<file path="src/rtl/vga_timing_gen.sv">
// Parametrised VGA raster timing generator: H/V sync, display window, pixel column/row
// and line/frame strobes, advancing one pixel per Clock with iPixelEn high.
module vga_timing_gen #(
   parameter int unsigned XWidth    = 10,
   parameter int unsigned YWidth    = 10,
   parameter int unsigned H_VISIBLE = 640,
   parameter int unsigned H_FRONT   = 16,
   parameter int unsigned H_SYNC    = 96,
   parameter int unsigned H_BACK    = 48,
   parameter int unsigned V_VISIBLE = 480,
   parameter int unsigned V_FRONT   = 10,
   parameter int unsigned V_SYNC    = 2,
   parameter int unsigned V_BACK    = 33,
   parameter bit          HSYNC_POL = 1'b0,
   parameter bit          VSYNC_POL = 1'b0
) (
   input  logic              Clock,
   input  logic              Reset,
   input  logic              iPixelEn,
   output logic [XWidth-1:0] oCol,
   output logic [YWidth-1:0] oRow,
   output logic              oHSync,
   output logic              oVSync,
   output logic              oDisplay,
   output logic              oLineStart,
   output logic              oFrameStart
);

   localparam int unsigned CntWidth = 12;
   localparam int unsigned H_TOTAL  = H_VISIBLE + H_FRONT + H_SYNC + H_BACK;
   localparam int unsigned V_TOTAL  = V_VISIBLE + V_FRONT + V_SYNC + V_BACK;

   // Last count of each phase; a phase ends on the enabled cycle its counter sits here.
   localparam logic [CntWidth-1:0] H_DISP_END  = CntWidth'(H_VISIBLE - 1);
   localparam logic [CntWidth-1:0] H_FRONT_END = CntWidth'(H_VISIBLE + H_FRONT - 1);
   localparam logic [CntWidth-1:0] H_SYNC_END  = CntWidth'(H_VISIBLE + H_FRONT + H_SYNC - 1);
   localparam logic [CntWidth-1:0] H_LAST      = CntWidth'(H_TOTAL - 1);
   localparam logic [CntWidth-1:0] V_DISP_END  = CntWidth'(V_VISIBLE - 1);
   localparam logic [CntWidth-1:0] V_FRONT_END = CntWidth'(V_VISIBLE + V_FRONT - 1);
   localparam logic [CntWidth-1:0] V_SYNC_END  = CntWidth'(V_VISIBLE + V_FRONT + V_SYNC - 1);
   localparam logic [CntWidth-1:0] V_LAST      = CntWidth'(V_TOTAL - 1);

   typedef enum logic [1:0] {HS_DISPLAY, HS_FRONT, HS_SYNC, HS_BACK} hState_t;
   typedef enum logic [1:0] {VS_DISPLAY, VS_FRONT, VS_SYNC, VS_BACK} vState_t;

   hState_t             hState, hStateNext;
   vState_t             vState, vStateNext;
   logic [CntWidth-1:0] hcnt, hcntNext;
   logic [CntWidth-1:0] vcnt, vcntNext;
   logic                lineEnd;
   logic                visible;

   logic [XWidth-1:0]   colNext;
   logic [YWidth-1:0]   rowNext;
   logic                hSyncNext, vSyncNext, displayNext, lineStartNext, frameStartNext;

   assign lineEnd = (hcnt == H_LAST);
   assign visible = (hState == HS_DISPLAY) && (vState == VS_DISPLAY);

   // State, counter and output registers
   always_ff @(posedge Clock or negedge Reset) begin
      if (!Reset) begin
         hState      <= HS_DISPLAY;
         vState      <= VS_DISPLAY;
         hcnt        <= '0;
         vcnt        <= '0;
         oCol        <= '0;
         oRow        <= '0;
         oHSync      <= ~HSYNC_POL;
         oVSync      <= ~VSYNC_POL;
         oDisplay    <= 1'b0;
         oLineStart  <= 1'b0;
         oFrameStart <= 1'b0;
      end else begin
         hState      <= hStateNext;
         vState      <= vStateNext;
         hcnt        <= hcntNext;
         vcnt        <= vcntNext;
         oCol        <= colNext;
         oRow        <= rowNext;
         oHSync      <= hSyncNext;
         oVSync      <= vSyncNext;
         oDisplay    <= displayNext;
         oLineStart  <= lineStartNext;
         oFrameStart <= frameStartNext;
      end
   end

   // Next-state: horizontal phases every enable, vertical phases only on the line wrap
   always_comb begin
      hStateNext = hState;
      vStateNext = vState;
      hcntNext   = hcnt;
      vcntNext   = vcnt;
      if (iPixelEn) begin
         hcntNext = lineEnd ? '0 : hcnt + CntWidth'(1);
         unique case (hState)
            HS_DISPLAY: if (hcnt == H_DISP_END)  hStateNext = HS_FRONT;
            HS_FRONT:   if (hcnt == H_FRONT_END) hStateNext = HS_SYNC;
            HS_SYNC:    if (hcnt == H_SYNC_END)  hStateNext = HS_BACK;
            HS_BACK:    if (lineEnd)             hStateNext = HS_DISPLAY;
         endcase
         if (lineEnd) begin
            vcntNext = (vcnt == V_LAST) ? '0 : vcnt + CntWidth'(1);
            unique case (vState)
               VS_DISPLAY: if (vcnt == V_DISP_END)  vStateNext = VS_FRONT;
               VS_FRONT:   if (vcnt == V_FRONT_END) vStateNext = VS_SYNC;
               VS_SYNC:    if (vcnt == V_SYNC_END)  vStateNext = VS_BACK;
               VS_BACK:    if (vcnt == V_LAST)      vStateNext = VS_DISPLAY;
            endcase
         end
      end
   end

   // Output decode of the current position; strobes drop on idle edges, the rest hold
   always_comb begin
      colNext        = oCol;
      rowNext        = oRow;
      hSyncNext      = oHSync;
      vSyncNext      = oVSync;
      displayNext    = oDisplay;
      lineStartNext  = 1'b0;
      frameStartNext = 1'b0;
      if (iPixelEn) begin
         displayNext    = visible;
         colNext        = visible ? XWidth'(hcnt) : '0;
         rowNext        = (vState == VS_DISPLAY) ? YWidth'(vcnt) : '0;
         hSyncNext      = (hState == HS_SYNC) ? HSYNC_POL : ~HSYNC_POL;
         vSyncNext      = (vState == VS_SYNC) ? VSYNC_POL : ~VSYNC_POL;
         lineStartNext  = (hcnt == '0);
         frameStartNext = (hcnt == '0) && (vcnt == '0);
      end
   end

endmodule

</file>
<file path="config.mk">
export PLATFORM = sky130hd
export DESIGN_NAME = vga_timing_gen
export DESIGN_NICKNAME = d
export VERILOG_FILES = /design/src/rtl/vga_timing_gen.sv
export SDC_FILE = /design/constraint.sdc
export NUM_CORES = 1
export LEC_CHECK = 0
export CAP_MARGIN = 10
export CORE_ASPECT_RATIO = 1.25
export CORE_MARGIN = 2
export CORE_UTILIZATION = 40
export CTS_CLUSTER_DIAMETER = 200
export DETAILED_ROUTE_END_ITERATION = 12
export SYNTH_ARGS = -nofsm -noshare
export SYNTH_HDL_FRONTEND = slang
export SYNTH_SLANG_ARGS = --single-unit
</file>
<file path="constraint.sdc">
create_clock -name Clock -period 3 [get_ports Clock]
set_input_delay 0.45 -clock Clock [delete_from_list [all_inputs] [get_ports Clock]]
set_output_delay 0.45 -clock Clock [all_outputs]
set_load 0.01 [all_outputs]
</file>
==> results of run 1 <==
synthesized netlist by cell type (7+ instances only):
cell and instances:
dfrtp_1 51, nand3_1 25, o21ai_0 23, inv_1 20, nand2_1 16, ha_1 15, a22o_1 11, nor2_1 9
clkbuf_1 8, xnor2_1 8, and3_1 7, nand4_1 7
state kept, by name, indices dropped and copies added (netlist names):
name and count:
vcnt 12, oDisplay 1, hcnt 12, oRow 10, oFrameStart 1, oHSync 1
oVSync 1, vState 2, oCol 10, oLineStart 1, hState 2
routing by layer:
| metal | part of all wire [%] | track usage, % | up-vias |
|---|---|---|---|
| met5 | 0 | 0 | - |
| met3 | 3.4 | 2.94 | 11 |
| met4 | 2.2 | 5.95 | 0 |
| met1 | 44 | 20.2 | 1001 |
| li1 | - | - | 960 |
| met2 | 50 | 27.6 | 40 |
critical path: cells and delay by family (launching register included):
kind	cells	cell delay, ps
AND/OR/NAND/NOR	3	1210
flip-flops	1	450
AO/OA/AOI/OAI	1	360
multiplexers	1	310
placed cells by master, fill, tap and decap left out, drive strengths merged, types with 7 or more instances in the layout:
| cell type | n |
|---|---|
| dfrtp | 51 |
| clkdlybuf4s50 | 26 |
| nand3 | 25 |
| o21ai | 23 |
| inv | 20 |
| nand2 | 16 |
| ha | 15 |
| a22o | 11 |
| nor2 | 9 |
| xnor2 | 8 |
| and3 | 8 |
| nand4 | 7 |
worst paths after layout:
kind,from,cells past startpoint,end
max in group asynchronous,Reset,2,oVSync
hold reg to reg,oHSync,2,oHSync
setup reg to reg,vcnt[6],5,vState[1]
setup / recovery,vcnt[6],5,vState[1]
min in group Clock,oHSync,2,oHSync
hold / removal,Reset,1,oRow[8]
logic make-up after synthesis:
family | after synthesis | synth area share [%]
compound gates | 46 | 11.0
buf+inv | 36 | 5.89
mux | 5 | 2.01
fa+ha+maj | 15 | 7.02
flops | 53 | 49.7
xor+xnor | 13 | 4.26
simple gates | 92 | 20.1
layout make-up:
type / count / area share (%)
Multi-Input combinational cell: 171 / 38.5
Sequential cell: 53 / 43.0
Timing Repair Buffer: 32 / 9.80
Tap cell: 87 / 3.52
Clock buffer: 6 / 2.35
Clock inverter: 2 / 0.324
Inverter: 21 / 2.55
power breakdown:
part / total [W] / leakage [nW] / switching (W) / internal [W]
sequential: 0.000820 / 0.709 / 0.0000694 / 0.000751
clock: 0.000390 / 0.0450 / 0.000228 / 0.000162
combinational: 0.000142 / 0.601 / 0.0000724 / 0.0000692
total: 0.00135 / 1.36 / 0.000370 / 0.000982
metrics by stage:
stage	total power (W)	utilization [%]	hold WS [ps]	std cells	cell area, sq um
after floorplan	0.000934	-	154	260	2680
after global placement	0.000971	46.1	384	364	3010
after detailed placement	0.000977	46.1	391	364	3010
after CTS	0.00137	47.4	50.7	372	3090
after global routing	0.00143	47.4	67.5	372	3090
final	0.00135	47.4	49.9	372	3090
==> flow_summary.yaml, run 1 <==
run_status:
  status: "complete, no violations"
placed_design:
  place_hpwl_um: 3900
  place.gp.congestion: 0.809
  portBuffers: 27
  pre_cts_ws_ps: 585
power:
  power_density_nw_per_um2: 437
  p_leak_nw: 1.36
  ir_worst_vdd_v: 0.000183
setup_path:
  crit_type: "register to register"
  cp.arrival_ps: 2640
  max_stage_delay_ps: 590
  cp-end-kind: "register"
  worst-r2r-setup-slack_ps: 550
  crit_chain: "nor4_1 > nand3_1 > a222oi_1 > and3_4 > mux2_1"
  critical-path-slowest-cell: "nor4_1"
  startpoint_type: "register"
  worstPathRequired_ps: 3190
  crit_fanout: 7
synthesis:
  synth_nets: 278
  syn_avg_cell_area_sq_um: 10.3
  syn-cell-area_sq_um: 2680
  synth_warnings: 0
  ys_types: 43
  ys_seq_elements: 53
  async_flop_share_pct: 100
  synth_area_leader_cell: "dfrtp_1"
  yosysTopAreaCellShare_pct: 47.7
  syn_inst: 260
  synth_edf_count: 0
  synth-main-ff-cell: "dfrtp_1"
  synthTopCellsByArea: "dfrtp_1 48%, ha_1 7.0%, nand3_1 4.7%"
  ys_seq_area_share_pct: 49.7
route:
  drcViolationCount: 0
  vias: 2012
  ant_nets: 0
  wl_um: 5420
  firstDrtPassIters: 4
  drt_iter0_drc: 119
  wire_per_inst_um: 14.6
  vias_per_cell: 5.41
timing:
  max-slew-margin-rel_pct: 57.8
  worst_pin_slew_ps: 627
  slew_viol_final: 0
  setup_tns_ps: 0
  skew_ps: 10.3
  hold_viol: 0
  fmax_mhz: 408
  period_share_pct: 81.7
  rsz0062_at_grt: "false"
  final.setup.worst_slack_ps: 550
  setup_violations: 0
  min_period_ps: 2450
cells_and_area:
  n_antenna_cell: 0
  regArea_sq_um: 1330
  fillers: 663
  num-nets-final: 302
  layout-drive-gt1-share_pct: 8.07
  syn_to_final_growth_pct: 15.5
  multi_input_area_sq_um: 1190
global_route:
  grt_pass1_vias: 1943
  grt_use_total_pct: 16.0
  overflow: 0
  grt_pass1_wl_um: 9400
  grt_antenna_before_repair: 0
  grt_max_degree: 33
floorplanning:
  io_pins: 28
  die_y_um: 95.4
  die-area_sq_um: 7360
  start_util_pct: 41.0
  die_width_um: 77.1
  core.rowCount: 33
  core_region_area_sq_um: 6520
clocking:
  root_buffer: "clkbuf_8"
  clk_latency_ps: 300
  htree_levels: 2
  ctsHoldBuffers: 0
  cts_tree: "built"
  cts_buffers: 5
  cts_resized: 0
  clk_pin_slew_ps: 100
  clk_path_buf_depth: 2
  cts_num_sinks: 53
  cts_setup_buffers: 0
run:
  cap_violations: 0
hold_path:
  min-delay-path-class: "input port to asynchronous set/reset pin"
No activity file was read; power rests on OpenSTA's default activity.
==> run 2: changes to the inputs <==
==> constraint.sdc (replaced) <==
create_clock -name Clock -period 2.2 [get_ports Clock]
set_input_delay 0.33 -clock Clock [delete_from_list [all_inputs] [get_ports Clock]]
set_output_delay 0.33 -clock Clock [all_outputs]
set_load 0.01 [all_outputs]
==> flow_summary.yaml, run 2 (synthesized netlist as in run 1, its figures left out) <==
run_status:
  status: "complete, no violations"
cells_and_area:
  final_common_cell: "dfrtp_1"
  n_antenna_cell: 0
  reg.largest.list: "hcnt (12), vcnt (12)"
  num-nets-final: 322
  fillers: 654
  final_util_pct: 50.5
  final_cell_mix: "51 x dfrtp_1, 26 x clkdlybuf4s50_1, 25 x nand3_1, 24 x buf_4, 23 x o21ai_0"
  multi_input_area_sq_um: 1210
  regArea_sq_um: 1330
  syn_to_final_growth_pct: 23.2
  layout-drive-gt1-share_pct: 15.1
  final_cells: 392
  fin_area_sq_um: 3300
setup_path:
  cp.arrival_ps: 2320
  r2r-end: "vcnt[11]"
  crit_type: "register to register"
  worstPathRequired_ps: 2430
  worst-r2r-setup-slack_ps: 120
  crit_fanout: 5
  cp-startpoint: "hcnt[6]"
  rr_startpoint: "hcnt[6]"
  r2r_cells: 6
  startpoint_type: "register"
  cp-end-kind: "register"
power:
  power.internal_w: 0.00148
  ir_worst_vdd_v: 0.000259
  switching_power_w: 0.000512
  power_density_nw_per_um2: 605
  pwr-share-comb_pct: 13.1
  switching_share_pct: 25.7
  p_leak_nw: 1.48
  seq_power_share_pct: 54.3
  clockPowerShare_pct: 32.6
timing:
  setup_violations: 0
  final.setup.worst_slack_ps: 117
  slew_viol_final: 0
  rsz0062_at_grt: "false"
  skew_ps: 12.5
  max-slew-margin-rel_pct: 62.3
  fmax_mhz: 480
  worst_pin_slew_ps: 566
  setup_tns_ps: 0
  period_share_pct: 94.7
  min_period_ps: 2080
  hold_viol: 0
route:
  firstDrtPassIters: 5
  wire_per_inst_um: 14.8
  ant_nets: 0
  drt_iter0_drc: 147
  wl_um: 5820
  vias: 2094
  drcViolationCount: 0
  vias_per_cell: 5.34
global_route:
  grt_pass1_vias: 2042
  overflow: 0
  grt_max_degree: 31
  grt_use_total_pct: 16.9
  grt_pass1_wl_um: 9940
  grt_antenna_before_repair: 0
floorplanning:
  core.rowCount: 33
  io_pins: 28
  start_util_pct: 41.0
  core_region_area_sq_um: 6520
  die_y_um: 95.4
  die-area_sq_um: 7360
  die_width_um: 77.1
clocking:
  clk_latency_ps: 300
  cts_buffers: 5
  clk_path_buf_depth: 2
  cts_num_sinks: 53
  root_buffer: "clkbuf_8"
  htree_levels: 2
  cts_tree: "built"
  clk_pin_slew_ps: 100
placed_design:
  placed_area_sq_um: 3170
  dpl.cell_count: 384
  place.gp.congestion: 0.854
  pre_cts_ws_ps: 111
  portBuffers: 27
  place_hpwl_um: 4320
hold_path:
  min-delay-path-class: "input port to asynchronous set/reset pin"
run:
  cap_violations: 0
==> run 2: cell types whose count changed in the layout (fill, tap and decap cells not counted), sizes merged <==
cell,before,now
clkinv,3,2
buf,6,26
bufinv,0,1
==> run 2: layer usage <==
layer | up-vias | global-route usage, % | share of wire (%)
li1 | 1005 | - | -
met1 | 1028 | 21.2 | 42
met2 | 47 | 29.2 | 53
met3 | 14 | 2.75 | 3.4
met4 | 0 | 7.14 | 2.4
met5 | - | 0 | 0
==> run 2: worst max-delay path, stage by stage, from the launching register on <==
cell	delay, ps
dfrtp_1	430
or4_4	570
nor4_4	200
nand3_1	200
nor4_1	320
buf_4	160
xor2_1	140
==> run 2: worst max-delay path by stage <==
stage,endpoint,slack (ps)
floorplan,vState[1],60
global placement,vState[1],150
detailed placement,vState[1],110
CTS,vState[1],80
global route,vcnt[11],10
finish,vcnt[11],120
==> run 2: power by group through the flow <==
stage | logic, W | clock network [W] | registers [W]
after global placement | 0.000265 | 0 | 0.00110
after CTS | 0.000266 | 0.000670 | 0.00108
after detailed placement | 0.000265 | 0 | 0.00110
after global routing | 0.000294 | 0.000717 | 0.00109
after floorplan | 0.000194 | 0 | 0.00108
final | 0.000262 | 0.000650 | 0.00108
==> run 2: metrics by stage <==
step / hold slack (ps) / power (W)
6_report: 9.73 / 0.00200
3_3_place_gp: 351 / 0.00136
5_1_grt: 41.2 / 0.00210
2_1_floorplan: 34.4 / 0.00127
3_5_place_dp: 361 / 0.00137
4_1_cts: 18.4 / 0.00202
==> run 2: cell type report <==
cell class	instances	share of cell area, %
inverter	21	2.39
sequential	53	40.3
multi-input combinational	171	36.6
clock inverter	2	1.06
tap	87	3.30
clock buffer	6	2.20
timing repair buffer	52	14.1
==> run 2: repair_timing <==
action                                  in CTS  in global routing
setup buffers                                0                  0
endpoints found under the hold margin        0                  0
resized for setup                            0                  3
hold buffers                                 0                  0
endpoints found under the setup margin       0                  2
